### src/rtl/alarm_melody_sequencer.sv
// Alarm melody sequencer: walks a note table held in an external synchronous ROM
// and drives period/enable to the tone generator, with stop, snooze and auto-timeout.
module alarm_melody_sequencer #(
    parameter int TICK_DIV     = 100_000,
    parameter int NOTES        = 16,
    parameter int PERIOD_W     = 20,
    parameter int DUR_W        = 10,
    parameter int GAP_TICKS    = 20,
    parameter int REPEATS      = 8,
    parameter int SNOOZE_TICKS = 300_000
) (
    input  logic                     clk,
    input  logic                     rstn,
    input  logic                     alarm_trig,
    input  logic                     stop,
    input  logic                     snooze,
    output logic [$clog2(NOTES)-1:0] rom_addr,
    input  logic [PERIOD_W-1:0]      rom_period,
    input  logic [DUR_W-1:0]         rom_dur,
    output logic [PERIOD_W-1:0]      tone_period,
    output logic                     tone_en,
    output logic                     busy,
    output logic                     alarm_done
);

    localparam int AW     = $clog2(NOTES);
    localparam int PRE_W  = (TICK_DIV > 1) ? $clog2(TICK_DIV) : 1;
    localparam int LOOP_W = $clog2(REPEATS + 1);
    localparam int SN_W   = $clog2(SNOOZE_TICKS + 1);
    localparam int GP_W   = $clog2(GAP_TICKS + 2);
    localparam int CNT_A  = (DUR_W > SN_W) ? DUR_W : SN_W;
    localparam int CNT_W  = (CNT_A > GP_W) ? CNT_A : GP_W;

    typedef enum logic [2:0] {IDLE, FETCH, LOAD, PLAY, GAP, SNOOZE} state_t;

    state_t              state, state_n;
    logic [AW-1:0]       idx, idx_n;
    logic [LOOP_W-1:0]   loop, loop_n;
    logic [CNT_W-1:0]    cnt, cnt_n;
    logic [PRE_W-1:0]    pre, pre_n;
    logic [PERIOD_W-1:0] period_n;
    logic                done_n;
    logic                tick;
    logic                step;
    logic                wrap;

    assign tick     = (pre == PRE_W'(TICK_DIV - 1));
    assign rom_addr = idx;

    always_comb begin
        state_n  = state;
        idx_n    = idx;
        loop_n   = loop;
        cnt_n    = cnt;
        pre_n    = tick ? '0 : pre + PRE_W'(1);
        period_n = tone_period;
        done_n   = 1'b0;
        step     = 1'b0;
        wrap     = 1'b0;

        if (stop) begin
            state_n = IDLE;
        end else if (snooze && (state != IDLE)) begin
            // Re-entry from SNOOZE itself restarts the full snooze interval.
            state_n = SNOOZE;
            cnt_n   = CNT_W'(SNOOZE_TICKS);
            pre_n   = '0;
        end else begin
            case (state)
                IDLE: begin
                    if (alarm_trig) begin
                        state_n = FETCH;
                        idx_n   = '0;
                        loop_n  = '0;
                    end
                end
                FETCH: state_n = LOAD;
                LOAD: begin
                    if (rom_dur == '0) begin
                        wrap = 1'b1;
                    end else begin
                        period_n = rom_period;
                        cnt_n    = CNT_W'(rom_dur);
                        pre_n    = '0;
                        state_n  = PLAY;
                    end
                end
                PLAY: begin
                    if (tick) begin
                        if (cnt <= CNT_W'(1)) begin
                            if (GAP_TICKS == 0) begin
                                step = 1'b1;
                            end else begin
                                state_n = GAP;
                                cnt_n   = CNT_W'(GAP_TICKS);
                                pre_n   = '0;
                            end
                        end else begin
                            cnt_n = cnt - CNT_W'(1);
                        end
                    end
                end
                GAP: begin
                    if (tick) begin
                        if (cnt <= CNT_W'(1)) step = 1'b1;
                        else                  cnt_n = cnt - CNT_W'(1);
                    end
                end
                SNOOZE: begin
                    if (tick) begin
                        if (cnt <= CNT_W'(1)) begin
                            state_n = FETCH;
                            idx_n   = '0;
                            loop_n  = '0;
                        end else begin
                            cnt_n = cnt - CNT_W'(1);
                        end
                    end
                end
                default: state_n = IDLE;
            endcase
        end

        if (step) begin
            if (idx == AW'(NOTES - 1)) begin
                wrap = 1'b1;
            end else begin
                idx_n   = idx + AW'(1);
                state_n = FETCH;
            end
        end

        if (wrap) begin
            if (loop == LOOP_W'(REPEATS - 1)) begin
                state_n = IDLE;
                done_n  = 1'b1;
            end else begin
                loop_n  = loop + LOOP_W'(1);
                idx_n   = '0;
                state_n = FETCH;
            end
        end

        // Idle keeps a clean, silent output and fresh counters for the next trigger.
        if (state_n == IDLE) begin
            period_n = '0;
            idx_n    = '0;
            loop_n   = '0;
            cnt_n    = '0;
            pre_n    = '0;
        end
    end

    always_ff @(posedge clk) begin
        if (!rstn) begin
            state       <= IDLE;
            idx         <= '0;
            loop        <= '0;
            cnt         <= '0;
            pre         <= '0;
            tone_period <= '0;
            tone_en     <= 1'b0;
            busy        <= 1'b0;
            alarm_done  <= 1'b0;
        end else begin
            state       <= state_n;
            idx         <= idx_n;
            loop        <= loop_n;
            cnt         <= cnt_n;
            pre         <= pre_n;
            tone_period <= period_n;
            tone_en     <= (state_n == PLAY) && (period_n != '0);
            busy        <= (state_n != IDLE);
            alarm_done  <= done_n;
        end
    end

endmodule

### config.mk
export PLATFORM = sky130hd
export DESIGN_NAME = alarm_melody_sequencer
export DESIGN_NICKNAME = d
export VERILOG_FILES = /design/src/rtl/alarm_melody_sequencer.sv
export SDC_FILE = /design/constraint.sdc
export NUM_CORES = 1
export LEC_CHECK = 0
export ABC_CLOCK_PERIOD_IN_PS = 6400
export CORE_AREA = 5 5 88 90
export DETAILED_ROUTE_END_ITERATION = 8
export DIE_AREA = 0 0 93 95
export PLACE_DENSITY = 0.83
export SYNTH_ARGS = -nofsm -noshare
export SYNTH_HDL_FRONTEND = slang
export SYNTH_SLANG_ARGS = --single-unit
export TNS_END_PERCENT = 1
### constraint.sdc
create_clock -name clk -period 6.4 [get_ports clk]
set_input_delay 1.92 -clock clk [delete_from_list [all_inputs] [get_ports clk]]
set_output_delay 1.92 -clock clk [all_outputs]
set_load 0.1 [all_outputs]
* After elaboration in Yosys (flattened, before gate mapping)
Index checks and enable logic that the tools add are counted.
** Storage, ports and cells
- Register bits :: 70
- Bits in latches :: 0
- RAM bits :: 0
- Memory bits (read-only) :: 0
- Memories :: 0
** Cells by class
- Add/sub/neg operators :: 4
- $mul :: 0
- Div/mod/pow operators :: 0
- Order comparisons :: 1
- Equal/unequal tests :: 13
- Shift operators :: 0
- Multiplexer cells :: 62
- Bitwise logic cells :: 2
- Reductions and logical operators :: 13
** Operators with widths (number)
- 2-to-1 mux 19 bit :: 6
- 2-to-1 mux 17 bit :: 6
- 2-to-1 mux 20 bit :: 5
- 2-to-1 mux 4 bit :: 16
- one-hot mux 19 bit (3 select lines) :: 1
- one-hot mux 17 bit (2 select lines) :: 1
- 2-to-1 mux 3 bit :: 11
- nonzero test 20 bit :: 1
- less-or-equal comparator 19 x 1 -> 1 bit (second input constant) :: 1
- subtractor 19 x 1 -> 19 bit (second input constant) :: 1
- one-hot mux 3 bit (6 select lines) :: 1
- adder 17 x 1 -> 17 bit (second input constant) :: 1
- equality test 17 bit (second input constant) :: 1
- one-hot mux 4 bit (2 select lines) :: 2
- 2-to-1 mux 1 bit :: 13
- zero test 10 bit :: 1
- equality test 3 x 2 -> 1 bit (second input constant) :: 3
- inequality test 3 bit (second input constant) :: 3
- adder 4 x 1 -> 4 bit (second input constant) :: 2
- equality test 3 bit (second input constant) :: 2
- zero test 3 bit :: 2
- AND reduction 6 bit :: 1
- nonzero test 3 bit :: 2
- equality test 4 x 3 -> 1 bit (second input constant) :: 1
- other kinds (8) :: 11

* Longest topological paths before layout
Gate-level depths: netlist of the first run.
- Depth in word-level cells :: 13
- Mapped depth :: 10
- Gate-level depth less buffers :: 8

* Worst setup path after synthesis of the first run
No wires, ideal clock.
- Path type :: input to register
- From :: in stop
- To :: reg pre[12]
- Setup time :: 0.078 ns
- Data arrival time :: 3.630 ns
- Data required time :: 6.322 ns
- Setup slack :: 2.692 ns
- Stages on the path :: 9
- Path buffers :: 3
- Cells stage by stage :: clkbuf_1 -> or3_1 -> nor3_1 -> nand2_1 -> a21oi_2 -> o31ai_2 -> buf_4 -> buf_6 -> nor3_1
** Between the ends
- Cells in the longest elaborated chain, start to end :: 6
** Ends and longest elaborated chain
- start: declaration :: line 15 : input logic stop,
- 2-to-1 mux 3 bit / 2-to-1 mux 1 bit (equally long branches) :: line 61 : if (stop) begin
- 2-to-1 mux 3 bit / 2-to-1 mux 1 bit (equally long branches) :: line 125 : if (idx == AW'(NOTES - 1)) begin
- 2-to-1 mux 3 bit / 2-to-1 mux 1 bit (equally long branches) :: line 124 : if (step) begin
- 2-to-1 mux 3 bit :: line 133 : if (wrap) begin
- zero test 3 bit :: line 145 : if (state_n == IDLE) begin
- OR reduction 2 bit (no line)
- end signal: assignment :: line 170 : pre <= pre_n;
- end: declaration :: line 40 : logic [PRE_W-1:0] pre, pre_n;
Parallel ways exist; a longest one is shown, timed or not.
A chain may end at the register's enable or synchronous reset.

* Final worst setup path of the first run
- From :: in rom_dur[1]
- To :: reg idx[3] (netlist: rom_addr[3])
** Between the ends
- Cells in the longest elaborated chain, start to end :: 10
** Ends and longest elaborated chain
- start: declaration :: line 19 : input logic [DUR_W-1:0] rom_dur,
- zero test 10 bit * :: line 79 : if (rom_dur == '0) begin
- 2-to-1 mux 3 bit / 2-to-1 mux 1 bit (equally long branches) :: line 79
- one-hot mux 3 bit (6 select lines) / 2-to-1 mux 1 bit (equally long branches) :: line 69 : case (state)
- 2-to-1 mux 3 bit / 2-to-1 mux 1 bit (equally long branches) :: line 63 : end else if (snooze && (state != IDLE)) begin
- 2-to-1 mux 3 bit / 2-to-1 mux 1 bit (equally long branches) :: line 61
- 2-to-1 mux 3 bit / 2-to-1 mux 1 bit (equally long branches) :: line 125
- 2-to-1 mux 3 bit / 2-to-1 mux 1 bit (equally long branches) :: line 124
- 2-to-1 mux 3 bit :: line 133
- zero test 3 bit :: line 145
- OR reduction 2 bit (no line)
- end signal: assignment :: line 167 : idx <= idx_n;
- end: declaration :: line 37 : logic [AW-1:0] idx, idx_n;
Every way passes the cells marked *; elsewhere a longest branch is shown, timed or not.

==> results.py, run 1 <==
metrics = {
    "drt": {
        "dr.pass1.iters": 6,
        "viasPerCell": 6.23,
        "final_antenna_net_count": 0,
        "via_count": 3910,
        "drtIter0Drc": 355,
        "routedWlPerCell_um": 15.9,
        "drc": 0,
        "drt_wl_total_um": 9990,
    },
    "timing": {
        "fmax_mhz": 213,
        "maxSlewViolCount": 0,
        "fin_skew_ns": 0.00661,
        "rsz0062_at_grt": "no",
        "tns_ns": 0,
        "fin_crit_sh_pct": 73.4,
        "slew_headroom_pct": 25.4,
        "timing.hold.ws_ns": 0.471,
        "tightest_slew_ns": 1.12,
        "hold_viol_final": 0,
        "fin_crit_ns": 4.70,
        "setup_viol": 0,
    },
    "power": {
        "p_clk_share_pct": 43.6,
        "leakage_nw": 1.50,
        "p_comb_share_pct": 8.9,
        "ir_drop_mv": 0.133,
        "power_density_mw_per_mm2": 199,
        "sw_frac_of_total_pct": 23.3,
        "pwr-share-seq_pct": 47.5,
        "p_sw_mw": 0.217,
        "p_int_mw": 0.714,
    },
    "critical_path": {
        "setup.worst_path.start_class": "input pin",
        "worstSetupPathType": "in2reg",
        "cpPeakStageDelay_ns": 0.97,
        "end_kind": "flip-flop",
        "crit_chain": "clkdlybuf4s50_1 -> nor4_1 -> a41oi_1 -> o311ai_0 -> a21oi_1 -> o31ai_4 -> buf_4 -> nor4_1",
        "cpMaxStageDelayCell": "o31ai_4",
        "cp_common_cell": "nor4_1",
        "cp.arrival_ns": 4.90,
        "worstPathRequired_ns": 6.61,
        "crit_fanout": 28,
    },
    "placed_design": {
        "place_congestion": 0.951,
        "hpwl_um": 7230,
        "io_buffer_count": 61,
        "placed_area_mm2": 0.00444,
    },
    "flow_run": {
        "max-cap-violations": 0,
    },
    "final_layout": {
        "finalInstanceArea_mm2": 0.00468,
        "layout_commonest_cell": "dfxtp_1",
        "final_util_pct": 67.0,
        "area_growth_pct": 22.3,
        "mostFrequentLayoutCells": "dfxtp_1, nand2_1, clkdlybuf4s50_1",
        "drive_above_1_share_pct": 5.68,
        "finalNetCount": 581,
        "diodes": 0,
    },
    "grt": {
        "grt.total_usage_pct": 22.5,
        "antenna_found_initial": 0,
        "busiest_layer": "met2",
        "grt_max_degree": 29,
        "grt_pass1_vias": 3604,
        "overflow": 0,
        "met2_usage_pct": 38.6,
        "grt_use_met3_pct": 3.75,
        "grt_first_pass_wirelength_um": 16300,
        "grt_use_met1_pct": 28.0,
    },
    "die": {
        "die_width_um": 93,
        "core_mm2": 0.00698,
        "dieArea_mm2": 0.00884,
        "initial_core_util_pct": 54.8,
        "pin_count": 62,
        "die_h_um": 95,
        "std_cell_rows": 31,
    },
    "logic_synthesis": {
        "synth_cells": 492,
        "synth_cell_types": 51,
        "synth_area_leaders": "dfxtp_1, nand2_1, a21oi_1, nand3_1, nor4_1",
        "ys_async_sr_fraction_pct": 0,
        "ys_seq_area_share_pct": 36.6,
        "netlist_area_mm2": 0.00382,
        "synth_area_per_cell_um2": 7.77,
        "synth_fp_nets": 532,
        "synth_seq_cells": 70,
        "ys.flop_type": "dfxtp_1",
        "synth_top_area_share_pct": 36.6,
        "synth_area_leader_cell": "dfxtp_1",
        "synth_edf_count": 0,
        "yosys_warnings": 0,
    },
    "clocking": {
        "cts_sinks": 70,
        "clockBufferDepth": 2,
        "holdBufCountCts": 0,
        "cts_max_level": 3,
        "post_cts_buffers": 0,
        "cts_resized": 0,
        "clkSlewWorstSetupHoldPaths_ns": 0.08,
        "cts_tree": "built",
        "cts-root-buf": "clkbuf_8",
        "numCtsBuffers": 9,
        "insertion_delay_ns": 0.34,
    },
    "min_path": {
        "hp-class": "reg2reg",
    },
    "run_status": {
        "outcome": "finished clean",
    },
}
[metrics by stage]
step | power, mW | worst slack [ns] | cells
after global routing | 0.963 | 1.44 | 628
final | 0.931 | 1.70 | 628
after CTS | 0.937 | 1.73 | 628
after detailed placement | 0.533 | 1.35 | 612
after floorplan | 0.499 | 2.69 | 492
after global placement | 0.532 | 1.44 | 612
[registers in the layout (all words and copies together) (netlist names)]
register     count
alarm_done       1
busy             1
cnt             19
loop             4
pre             17
rom_addr         4
state            3
tone_en          1
tone_period     20
[Yosys cell counts (all sizes together) (3+ instances only)]
cell type and count:
dfxtp 70, xor2 12, o211ai 4, o311ai 3, o31ai 5, nand3 47
a31oi 8, a21oi 50, or4 9, nor4 28, nand2b 8, o21ai 18
nand2 68, xnor2 7, a211oi 4, inv 8, clkbuf 18, o41ai 3
or3 7, and3 6, buf 11, nand3b 5, ha 5, and4 3
nand4 7, nor3 19, nor3b 3, and2 3, nor2 28, nor4b 3
[critical path, delay by kind of cell]
kind                   cells  cell delay, ns
buffers and inverters      2            0.87
AND/OR/NAND/NOR            2            0.57
AO/OA/AOI/OAI              4            1.54
[cell families after synthesis]
group	count (synthesis)	share of synthesized area (%)
and+or+nand+nor	251	34.8
adders and majority gates	5	1.64
buffers and inverters	37	4.88
AOI/OAI and AO/OA	110	17.7
xor gates and xnor gates	19	4.35
DFF	70	36.6
[final timing paths]
kind	depth (start not counted)	to	startpoint	slack, ns
setup / recovery	8	rom_addr[3]	rom_dur[1]	1.70
hold / removal	2	tone_period[15]	tone_period[15]	0.47
setup reg to reg	7	rom_addr[3]	cnt[8]	2.69
hold reg to reg	2	tone_period[15]	tone_period[15]	0.47
[power by group through the flow]
stage / logic, mW / clock network, mW / registers, mW
finish: 0.0829 / 0.406 / 0.442
global route: 0.0893 / 0.432 / 0.442
CTS: 0.0819 / 0.414 / 0.441
detailed placement: 0.0812 / 0 / 0.452
global placement: 0.0804 / 0 / 0.452
floorplan: 0.0460 / 0 / 0.453
[metal layers]
metal | share of wire [%] | up-vias | wire length (µm)
li1 | - | 1924 | -
met1 | 43 | 1800 | 4290
met2 | 47 | 163 | 4730
met3 | 7.6 | 23 | 760
met4 | 2.1 | 0 | 206
met5 | 0 | - | 0
[area by class of cell]
type                       instances  area [µm²]
clock inverter                     5        81.3
fill                             577        2300
timing repair buffer              67         656
clock buffer                      11         151
multi-input combinational        385        2250
inverter                           8        30.0
tap                               82         103
sequential                        70        1400
Power figures use the tool's default switching activity.
==> inputs of run 2 (changes only) <==
--- a/config.mk
+++ b/config.mk
@@ -5,11 +5,11 @@
 export SDC_FILE = /design/constraint.sdc
 export NUM_CORES = 1
 export LEC_CHECK = 0
-export ABC_CLOCK_PERIOD_IN_PS = 6400
-export CORE_AREA = 5 5 88 90
+export ABC_CLOCK_PERIOD_IN_PS = 4900
+export CORE_AREA = 5 5 91 93
 export DETAILED_ROUTE_END_ITERATION = 8
-export DIE_AREA = 0 0 93 95
-export PLACE_DENSITY = 0.83
+export DIE_AREA = 0 0 96 98
+export PLACE_DENSITY = 0.78
 export SYNTH_ARGS = -nofsm -noshare
 export SYNTH_HDL_FRONTEND = slang
 export SYNTH_SLANG_ARGS = --single-unit
==> constraint.sdc (replaced) <==
create_clock -name clk -period 4.9 [get_ports clk]
set_input_delay 1.47 -clock clk [delete_from_list [all_inputs] [get_ports clk]]
set_output_delay 1.47 -clock clk [all_outputs]
set_load 0.1 [all_outputs]
==> run 2 against run 1 <==
- hold slack improved by 0.0048 ns
- clock-buffer cell count did not move
- register-to-register slack got worse by 0.76 ns
- critical path type unchanged
- first-iteration DRC count fell by 26%
- critical path depth did not move
==> results.py, run 2 (synthesis gave the netlist of run 1 again) <==
metrics = {
    "drt": {
        "routedWlPerCell_um": 15.5,
        "viasPerCell": 5.99,
        "drc": 0,
        "dr.pass1.iters": 5,
        "drt_wl_total_um": 10100,
        "drtIter0Drc": 262,
        "via_count": 3896,
        "final_antenna_net_count": 0,
    },
    "timing": {
        "tns_ns": 0,
        "fin_crit_ns": 3.78,
        "fmax_mhz": 265,
        "fin_crit_sh_pct": 77.0,
        "maxSlewViolCount": 0,
        "tightest_slew_ns": 0.983,
        "fin_skew_ns": 0.0113,
        "setup_viol": 0,
        "slew_headroom_pct": 34.3,
        "rsz0062_at_grt": "no",
        "hold_viol_final": 0,
    },
    "grt": {
        "overflow": 0,
        "grt_max_degree": 66,
        "grt.total_usage_pct": 21.4,
        "antenna_found_initial": 0,
        "grt_first_pass_wirelength_um": 16500,
        "grt_pass1_vias": 3552,
    },
    "die": {
        "initial_core_util_pct": 51.3,
        "std_cell_rows": 32,
        "die_width_um": 96,
        "dieArea_mm2": 0.00941,
        "core_mm2": 0.00745,
        "die_h_um": 98,
        "pin_count": 62,
    },
    "final_layout": {
        "mostFrequentLayoutCells": "dfxtp_1, nand2_1, clkdlybuf4s50_1",
        "drive_above_1_share_pct": 6.02,
        "largest-register": "tone_period",
        "layout_commonest_cell": "dfxtp_1",
        "diodes": 0,
        "finalNetCount": 583,
        "area_growth_pct": 24.3,
        "largest_reg_flops": 20,
        "top_regs": "tone_period (20), cnt (19), pre (17)",
        "fin_cells": 650,
    },
    "critical_path": {
        "crit_fanout": 65,
        "path_buf_inv": 2,
        "rr_worst_depth": 7,
        "cp.arrival_ns": 4.03,
        "crit_chain": "clkdlybuf4s50_1 -> or3_1 -> nor3_1 -> nand4_1 -> a21oi_2 -> o31ai_4 -> buf_12 -> nor4b_1",
        "worstSetupPathType": "in2reg",
        "cp_top_family": "simple AND/OR/NAND/NOR gates",
        "setup.worst_path.start_class": "input pin",
        "reg2reg_from": "cnt[12]",
        "cpMaxStageDelayCell": "clkdlybuf4s50_1",
        "cpPeakStageDelay_ns": 0.61,
        "end_kind": "flip-flop",
        "r2r_end": "pre[1]",
        "reg2reg_slack_ns": 1.93,
        "worstPathRequired_ns": 5.15,
    },
    "clocking": {
        "clockBufferDepth": 2,
        "holdBufCountCts": 0,
        "insertion_delay_ns": 0.35,
        "cts-root-buf": "clkbuf_8",
        "cts_sinks": 70,
        "numCtsBuffers": 9,
        "cts_tree": "built",
        "cts_max_level": 3,
        "cts_resized": 0,
        "clkSlewWorstSetupHoldPaths_ns": 0.08,
        "post_cts_buffers": 0,
    },
    "min_path": {
        "min_to": "tone_period[18]",
        "hold_start": "tone_period[18]",
        "hp-class": "reg2reg",
        "whs_path_depth": 2,
    },
    "placed_design": {
        "hpwl_um": 7050,
        "place_inst": 634,
        "io_buffer_count": 61,
        "place_congestion": 0.869,
    },
    "flow_run": {
        "max-cap-violations": 0,
    },
    "power": {
        "p_total_mw": 1.27,
        "power_density_mw_per_mm2": 268,
        "leakage_nw": 1.52,
        "ir_drop_mv": 0.166,
    },
    "run_status": {
        "outcome": "finished clean",
    },
}
==> run 2: cell count changes in the layout (fill, tap and decap cells not counted) <==
cell	before	now
clkinvlp_4	1	2
bufinv_16	2	3
buf_12	0	1
clkinv_2	1	0
buf_4	6	7
clkinv_4	1	0
==> run 2: power breakdown <==
part,internal (mW),switching [mW],leakage [nW]
Combinational,0.0481,0.0618,0.832
Clock,0.366,0.221,0.122
Sequential,0.572,0.00516,0.564
Total,0.985,0.288,1.52
==> run 2: worst register-to-register path, cell delays in order (launching register included) <==
cell and delay (ns):
dfxtp_1 0.37, or4_1 0.60, nor3_1 0.55, nand4_1 0.23
a21oi_2 0.46, o31ai_4 0.13, buf_12 0.22, nor4b_1 0.32
==> run 2: per-layer routing <==
metal | global-route usage (%) | wire (µm) | vias to the layer above
met5 | 0 | 0 | -
met4 | 7.99 | 223 | 0
met3 | 3.85 | 754 | 26
met2 | 35.2 | 4800 | 156
met1 | 27.5 | 4320 | 1792
li1 | - | - | 1922
==> run 2: metrics by stage <==
stage / cell area (µm²) / hold slack, ns / worst slack, ns / utilization [%]
after floorplan: 3820 / 0.453 / 1.64 / -
after global placement: 4500 / 0.460 / 0.888 / 60.4
after detailed placement: 4500 / 0.467 / 0.782 / 60.4
after global routing: 4750 / 0.499 / 0.878 / 63.8
after CTS: 4750 / 0.476 / 1.14 / 63.8
final: 4750 / 0.476 / 1.12 / 63.8
==> run 2: worst max path at each step <==
| stage | slack [ns] | to | startpoint | cells past startpoint |
|---|---|---|---|---|
| 6_report | 1.12 | pre[1] | snooze | 8 |
| 5_1_grt | 0.88 | pre[1] | snooze | 8 |
| 4_1_cts | 1.14 | pre[1] | snooze | 8 |
| 3_5_place_dp | 0.78 | pre[1] | snooze | 8 |
| 3_3_place_gp | 0.89 | pre[1] | snooze | 8 |
| 2_1_floorplan | 1.64 | pre[12] | stop | 9 |
==> run 2: cell type report <==
cell class	count	area, µm²
clock buffers	11	151
repair buffers	69	683
multi-input cells	385	2250
flip-flops and latches	70	1400
clock inverters	5	105
inverters	8	30.0
fillers	672	2690
well taps	102	128
